===== config.mk =====
export PLATFORM = sky130hd
export DESIGN_NAME = lzc_seq_flat
export DESIGN_NICKNAME = d
export VERILOG_FILES = /design/src/rtl/lzc_pkg.sv /design/src/rtl/lzc_seq_if.sv /design/src/rtl/lzc_chunk.sv /design/src/rtl/lzc_seq.sv /design/src/flat_wrapper.sv
export SDC_FILE = /design/constraint.sdc
export NUM_CORES = 1
export LEC_CHECK = 0
export ABC_AREA = 0
export CORE_ASPECT_RATIO = 2
export CORE_MARGIN = 8
export CORE_UTILIZATION = 52
export DETAILED_ROUTE_END_ITERATION = 8
export GPL_ROUTABILITY_DRIVEN = 0
export GPL_TIMING_DRIVEN = 0
export PLACE_DENSITY = 0.76
export SLEW_MARGIN = 20
export SYNTH_ARGS = -nofsm -noshare
export SYNTH_HDL_FRONTEND = slang
export SYNTH_SLANG_ARGS = --single-unit

===== constraint.sdc =====
create_clock -name clk -period 2.7 [get_ports clk]
set_input_delay 0.54 -clock clk [delete_from_list [all_inputs] [get_ports clk]]
set_output_delay 0.54 -clock clk [all_outputs]
set_load 0.01 [all_outputs]

===== src/rtl/lzc_pkg.sv =====
// lzc_pkg: shared types and helpers for the sequential leading-zero counter.
//   lzc_state_t : controller FSM states
//   cw_f(n)     : width needed to hold a count in the range 0..n
package lzc_pkg;

   typedef enum logic [1:0] {IDLE, SCAN, DONE} lzc_state_t;

   function automatic int cw_f(input int n);
      return $clog2(n + 1);
   endfunction

endpackage


===== src/rtl/lzc_seq_if.sv =====
// lzc_seq_if: request/result handshake bundle for lzc_seq.
//   in_valid/in_ready/in_data      : word to count (master -> slave)
//   out_valid/out_ready/out_count/out_zero : result (slave -> master)
// The master modport is the producer/consumer side; the slave modport is the counter.
interface lzc_seq_if
   import lzc_pkg::*;
#(
   parameter int WIDTH = 32,
   localparam int CW   = cw_f(WIDTH)
) ();

   logic             in_valid;
   logic             in_ready;
   logic [WIDTH-1:0] in_data;
   logic             out_valid;
   logic             out_ready;
   logic [CW-1:0]    out_count;
   logic             out_zero;

   modport master (
      output in_valid, in_data, out_ready,
      input  in_ready, out_valid, out_count, out_zero
   );

   modport slave (
      input  in_valid, in_data, out_ready,
      output in_ready, out_valid, out_count, out_zero
   );

endinterface


===== src/rtl/lzc_chunk.sv =====
// lzc_chunk: combinational CHUNK-bit leading-zero counter.
//   d : chunk, MSB first
//   c : leading zeros, 0..CHUNK (all-zero chunk gives CHUNK)
// Built as a tree: 2-bit enc cells at the leaves, then log2(CHUNK)-1 merge levels.
// Every node carries a count whose MSB alone set means "this span is all zero".

// lzc_enc: 2-bit leaf. y = 2 (all zero), 1 (01), 0 (1x).
module lzc_enc (
   input  logic [1:0] b,
   output logic [1:0] y
);
   assign y = {~(b[1] | b[0]), ~b[1] & b[0]};
endmodule

// lzc_merge: joins the counts of an upper half a and lower half b, each W bits.
module lzc_merge #(
   parameter int W = 2
) (
   input  logic [W-1:0] a,
   input  logic [W-1:0] b,
   output logic [W:0]   y
);
   always_comb begin
      if (a[W-1] & b[W-1])  y = {1'b1, {W{1'b0}}};
      else if (a[W-1])      y = {2'b01, b[W-2:0]};
      else                  y = {1'b0, a};
   end
endmodule

module lzc_chunk
   import lzc_pkg::*;
#(
   parameter int  CHUNK = 8,
   localparam int L     = $clog2(CHUNK),
   localparam int CCW   = cw_f(CHUNK)
) (
   input  logic [CHUNK-1:0] d,
   output logic [CCW-1:0]   c
);

   genvar lv, i;
   generate
      for (lv = 0; lv < L; lv++) begin : lvl
         localparam int N = CHUNK >> (lv + 1);
         logic [N-1:0][lv+1:0] n;
         for (i = 0; i < N; i++) begin : nd
            if (lv == 0) begin : g_enc
               lzc_enc u_enc (.b(d[2*i+1 -: 2]), .y(n[i]));
            end else begin : g_mrg
               // node 2i+1 covers the more significant bits
               lzc_merge #(.W(lv + 1)) u_mrg (
                  .a(lvl[lv-1].n[2*i+1]),
                  .b(lvl[lv-1].n[2*i]),
                  .y(n[i])
               );
            end
         end
      end
   endgenerate

   assign c = lvl[L-1].n[0];

endmodule


===== src/rtl/lzc_seq.sv =====
// lzc_seq: multi-cycle leading-zero counter. Accepts a WIDTH-bit word, scans it
// MSB-first CHUNK bits per cycle through one shared lzc_chunk, stops at the first
// non-zero chunk and returns the count.
//   clk   : rising-edge clock
//   reset : synchronous, active-high
//   bus   : lzc_seq_if slave (input word handshake, result handshake)
module lzc_seq
   import lzc_pkg::*;
#(
   parameter int  WIDTH = 32,
   parameter int  CHUNK = 8,
   localparam int CW    = cw_f(WIDTH)
) (
   input  logic       clk,
   input  logic       reset,
   lzc_seq_if.slave   bus
);

   localparam int NCH = WIDTH / CHUNK;
   localparam int IW  = (NCH > 1) ? $clog2(NCH) : 1;
   localparam int CCW = cw_f(CHUNK);

   lzc_state_t       state, nxt;
   logic [WIDTH-1:0] sh;
   logic [CW-1:0]    acc;
   logic [IW-1:0]    idx;
   logic [CW-1:0]    cnt_q;
   logic             zero_q;

   logic [CCW-1:0]   c;
   logic             hit;   // current chunk holds a one
   logic             last;  // current chunk is the least significant one

   lzc_chunk #(.CHUNK(CHUNK)) u_chunk (
      .d(sh[WIDTH-1 -: CHUNK]),
      .c(c)
   );

   assign hit  = (c != CCW'(CHUNK));
   assign last = (idx == IW'(NCH - 1));

   always_comb begin
      nxt = state;
      case (state)
         IDLE:    if (bus.in_valid)  nxt = SCAN;
         SCAN:    if (hit || last)   nxt = DONE;
         DONE:    if (bus.out_ready) nxt = IDLE;
         default:                    nxt = IDLE;
      endcase
   end

   always_ff @(posedge clk) begin
      if (reset) begin
         state  <= IDLE;
         sh     <= '0;
         acc    <= '0;
         idx    <= '0;
         cnt_q  <= '0;
         zero_q <= 1'b0;
      end else begin
         state <= nxt;
         case (state)
            IDLE: begin
               if (bus.in_valid) begin
                  sh  <= bus.in_data;
                  acc <= '0;
                  idx <= '0;
               end
            end
            SCAN: begin
               if (hit) begin
                  acc    <= acc + CW'(c);
                  cnt_q  <= acc + CW'(c);
                  zero_q <= 1'b0;
               end else if (last) begin
                  acc    <= acc + CW'(CHUNK);
                  cnt_q  <= acc + CW'(CHUNK);
                  zero_q <= 1'b1;
               end else begin
                  acc <= acc + CW'(CHUNK);
                  sh  <= sh << CHUNK;
                  idx <= idx + 1'b1;
               end
            end
            default: ;
         endcase
      end
   end

   assign bus.in_ready  = (state == IDLE);
   assign bus.out_valid = (state == DONE);
   assign bus.out_count = cnt_q;
   assign bus.out_zero  = zero_q;

endmodule


===== src/flat_wrapper.sv =====
// flat-port wrapper written by rule: the top's interface ports become plain ports
module lzc_seq_flat import lzc_pkg::*;
#(
   parameter int  WIDTH = 32,
   parameter int  CHUNK = 8,
   localparam int CW    = cw_f(WIDTH)
)
  (clk, reset, bus_in_valid, bus_in_data, bus_out_ready, bus_in_ready, bus_out_valid, bus_out_count, bus_out_zero);
  lzc_seq_if #(.WIDTH(WIDTH)) bus_i ();
  input  logic clk;
  input  logic reset;
  input wire logic [$bits(bus_i.in_valid)-1:0] bus_in_valid;
  input wire logic [$bits(bus_i.in_data)-1:0] bus_in_data;
  input wire logic [$bits(bus_i.out_ready)-1:0] bus_out_ready;
  output wire logic [$bits(bus_i.in_ready)-1:0] bus_in_ready;
  output wire logic [$bits(bus_i.out_valid)-1:0] bus_out_valid;
  output wire logic [$bits(bus_i.out_count)-1:0] bus_out_count;
  output wire logic [$bits(bus_i.out_zero)-1:0] bus_out_zero;
  assign bus_i.in_valid = bus_in_valid;
  assign bus_i.in_data = bus_in_data;
  assign bus_i.out_ready = bus_out_ready;
  assign bus_in_ready = bus_i.in_ready;
  assign bus_out_valid = bus_i.out_valid;
  assign bus_out_count = bus_i.out_count;
  assign bus_out_zero = bus_i.out_zero;
  lzc_seq #(.WIDTH(WIDTH), .CHUNK(CHUNK)) u_core (.clk(clk), .reset(reset), .bus(bus_i));
endmodule

==> impl_metrics.toml, run 1 <==
[status]
run_status = "complete, no violations"

[timing]
fin_setup_tns_ns = 0
grt_setup_unrepaired = "false"
finalCritPeriodShare_pct = 90.9
report.final.hold_viol_count = 0
final.setup_skew_ns = 0.0165
slew_violations = 0
maxClockFrequency_mhz = 407
worst_pin_slew_ns = 0.695
max_slew_margin_pct = 53.7
fin_crit_ns = 2.45
setup_viol = 0

[floorplanning]
design.core.area_um2 = 4600
die_x_um = 64.9
io-pin-count = 45
placement_rows = 35
dieHeight_um = 114
die_area_um2 = 7390
initial_core_util_pct = 54.1

[clocking]
cts_buffers = 5
clock_insertion_delay_worst_skew_ns = 0.31
clkSlewWorstSetupHoldPaths_ns = 0.10
number_of_buffers_on_the_longest_clock_path = 2
ctsRootBufferMaster = "sky130_fd_sc_hd__clkbuf_8"
cts_tree = "done"
clkSinkCount = 49
cts_htree_levels = 2
hold_buffer_count_at_cts = 0

[setup_path]
r2r_cells = 8
crit_path_max_fanout = 5
endpoint_kind = "register"
critical_path_start_type = "register"
crit_chain = "or4_4, nor2_1, ha_1, nor2b_1, o21a_1, or4_1, nand4_1, a21oi_1"
critical_path_required_ns = 2.90
worst-endpoint-arrival_ns = 2.65
timing.setup.critical_path_class = "register to register"
critical_path.max_stage_delay_ns = 0.59
critical_path.slowest_cell = "sky130_fd_sc_hd__or4_4"

[detailed_routing]
met1Wirelength_mm = 2.34
drt-total-wl_mm = 6.05
first_iter_violations = 77
vias_after_detailed_routing = 2245
remaining_drc_errors = 0
final_antenna_net_count = 0
route.detailed.vias_per_inst = 5.58
highest-signal-layer = "met4"
wl_per_cell_um = 15.1
wl_met3_um = 190
drt_pre_antenna_iters = 4
routed-wl-met2_mm = 3.35

[synthesis]
ys_warn_count = 0
synth_seq_cells = 49
synthesis.area_um2 = 2490
average_cell_area_after_synthesis_um2 = 8.41
synth_cell_type_count = 38
synthesis.nets = 339
synth-seq-area-share_pct = 39.4
syn_inst = 296

[final_layout]
final_net_count = 389
synthToLayoutAreaGrowth_pct = 25.4
drive_gt1_share_pct = 12.4
finish.utilization_pct = 67.9
insertedDiodeCount = 0

[min_path]
hold_path.class = "register to register"
min_path_cells = 2

[grt]
grt_first_pass_wirelength_mm = 10.5
largest_net_degree_at_the_start_of_global_routing = 15
grt_pass1_vias = 2399
grt_overflow = 0
antenna_violations_before_repair = 0
groute.usage.overall_pct = 17.5

[place]
place.port_buffers = 43
dp_hpwl_mm = 4.73

[pwr]
power.density_nw_per_um2 = 630
irDropWorstVdd_v = 0.000513
power.leakage_nw = 1.14

[job]
cap_viol_max_count = 0
power by group:
| group | internal [mW] | switching [mW] |
|---|---|---|
| registers | 0.798 | 0.0559 |
| clock network | 0.302 | 0.250 |
| logic | 0.253 | 0.308 |
cells in the mapped netlist:
library cell,number,area [um^2]
sky130_fd_sc_hd__nand2b_1,2,12.5
sky130_fd_sc_hd__a211oi_1,2,15.0
sky130_fd_sc_hd__nor4_1,2,12.5
sky130_fd_sc_hd__clkbuf_1,14,52.6
sky130_fd_sc_hd__buf_1,1,3.75
sky130_fd_sc_hd__o21bai_1,3,22.5
sky130_fd_sc_hd__nand3_1,10,50.1
sky130_fd_sc_hd__or4_1,3,22.5
sky130_fd_sc_hd__nand4_1,2,12.5
sky130_fd_sc_hd__o211ai_1,1,7.51
sky130_fd_sc_hd__a22oi_1,4,30.0
sky130_fd_sc_hd__o31ai_1,2,15.0
sky130_fd_sc_hd__o21a_1,2,15.0
sky130_fd_sc_hd__nor2b_1,3,18.8
sky130_fd_sc_hd__a31oi_1,1,6.26
sky130_fd_sc_hd__nand2_1,66,248
sky130_fd_sc_hd__and2_1,2,12.5
sky130_fd_sc_hd__inv_1,6,22.5
sky130_fd_sc_hd__clkinv_1,1,3.75
sky130_fd_sc_hd__nand2_2,1,6.26
sky130_fd_sc_hd__nor3_1,4,20.0
sky130_fd_sc_hd__or3_1,3,18.8
sky130_fd_sc_hd__dfxtp_1,49,981
sky130_fd_sc_hd__a21oi_1,17,85.1
sky130_fd_sc_hd__a21boi_0,1,7.51
sky130_fd_sc_hd__xnor2_1,1,8.76
sky130_fd_sc_hd__fa_1,1,20.0
sky130_fd_sc_hd__nand4b_1,1,8.76
sky130_fd_sc_hd__buf_6,5,56.3
sky130_fd_sc_hd__a21o_1,2,15.0
sky130_fd_sc_hd__a311oi_2,24,360
sky130_fd_sc_hd__nor2_1,45,169
sky130_fd_sc_hd__a311oi_1,2,17.5
sky130_fd_sc_hd__ha_1,6,75.1
sky130_fd_sc_hd__o21ai_0,3,15.0
sky130_fd_sc_hd__nand3b_1,1,7.51
sky130_fd_sc_hd__or4_4,2,22.5
sky130_fd_sc_hd__nand2_4,1,11.3
worst paths after layout:
path                                         startpoint                 endpoint  slack [ns]
worst min-delay path            u_core.bus.out_count[4]  u_core.bus.out_count[4]        0.47
worst max register to register            u_core.sh[31]  u_core.bus.out_count[4]        0.25
worst min register to register  u_core.bus.out_count[4]  u_core.bus.out_count[4]        0.47
worst max-delay path                      u_core.sh[31]  u_core.bus.out_count[4]        0.25
per-layer routing:
metal / up-vias / global-route usage (%)
li1: 1142 / -
met1: 1047 / 16.9
met2: 41 / 32.9
met3: 15 / 3.63
met4: 0 / 9.09
met5: - / 0
logic make-up (layout without fill, tap and decap cells):
kind of cell	Yosys count	after routing	share of synthesized area (%)
AOI/OAI and AO/OA	64	64	24.6
DFF	49	49	39.4
and+or+nand+nor	148	148	26.2
adders and majority gates	7	7	3.82
xor gates and xnor gates	1	1	0.352
buffers and inverters	27	78	5.58
per-stage QoR:
| step | worst slack, ns | total power [mW] | hold slack [ns] | std cells | cell area (um^2) |
|---|---|---|---|---|---|
| after floorplan | 0.473 | 1.24 | 0.448 | 296 | 2490 |
| after global placement | 0.240 | 1.41 | 0.441 | 394 | 2990 |
| after detailed placement | 0.233 | 1.42 | 0.452 | 394 | 2990 |
| after CTS | 0.199 | 1.97 | 0.466 | 402 | 3100 |
| after global routing | 0.0130 | 2.07 | 0.491 | 402 | 3120 |
| final | 0.246 | 1.97 | 0.467 | 402 | 3120 |
worst max-delay path, delay by kind of cell (launching register included):
kind	cells	cell delay, ns
simple gates	5	1.46
flops	1	0.37
fa+ha+maj	1	0.27
compound gates	2	0.24
sequential cells by signal (all words and copies together) (netlist names):
register	count
u_core.state	2
u_core.idx	2
u_core.sh	32
u_core.acc	6
u_core.bus.out_count	6
u_core.bus.out_zero	1
area by class of cell:
type	count	area, um^2
Fill cell	413	1480
Multi-Input combinational cell	220	1390
Sequential cell	49	981
Timing Repair Buffer	43	430
Buffer	20	113
Clock buffer	7	86.3
Tap cell	55	68.8
Clock inverter	1	30.0
Inverter	7	26.3
placed cells by master (no fill, tap or decap), drive strengths merged:
master	count
or3	3
a22oi	4
ha	6
a21o	2
o31ai	2
o21bai	3
o21a	2
nor2b	3
bufinv	1
and2	2
fa	1
a311oi	26
nand4b	1
nor2	45
a21boi	1
nor4	2
inv	6
buf	6
a211oi	2
clkdlybuf4s50	43
nand3b	1
or4	5
a21oi	17
nand2	68
nand3	10
nand4	2
o211ai	1
xnor2	1
dfxtp	49
clkinv	1
clkbuf	21
nand2b	2
o21ai	3
a31oi	1
nor3	4
repair_timing:
action / in CTS / in global routing
resized for setup: 0 / 3
buffers inserted: 0 / 0
hold endpoints to repair: 0 / 0
setup endpoints to repair: 0 / 6
(Power assumes the default switching activity.)
==> inputs of run 2 (changes only) <==
--- a/config.mk
+++ b/config.mk
@@ -9,9 +9,11 @@
 export CORE_ASPECT_RATIO = 2
 export CORE_MARGIN = 8
 export CORE_UTILIZATION = 52
+export CTS_CLUSTER_SIZE = 12
 export DETAILED_ROUTE_END_ITERATION = 8
 export GPL_ROUTABILITY_DRIVEN = 0
 export GPL_TIMING_DRIVEN = 0
+export HOLD_SLACK_MARGIN = 0.08
 export PLACE_DENSITY = 0.76
 export SLEW_MARGIN = 20
 export SYNTH_ARGS = -nofsm -noshare
==> results of run 2 <==
Final layout, timing and power as in run 1 (identical DEF).
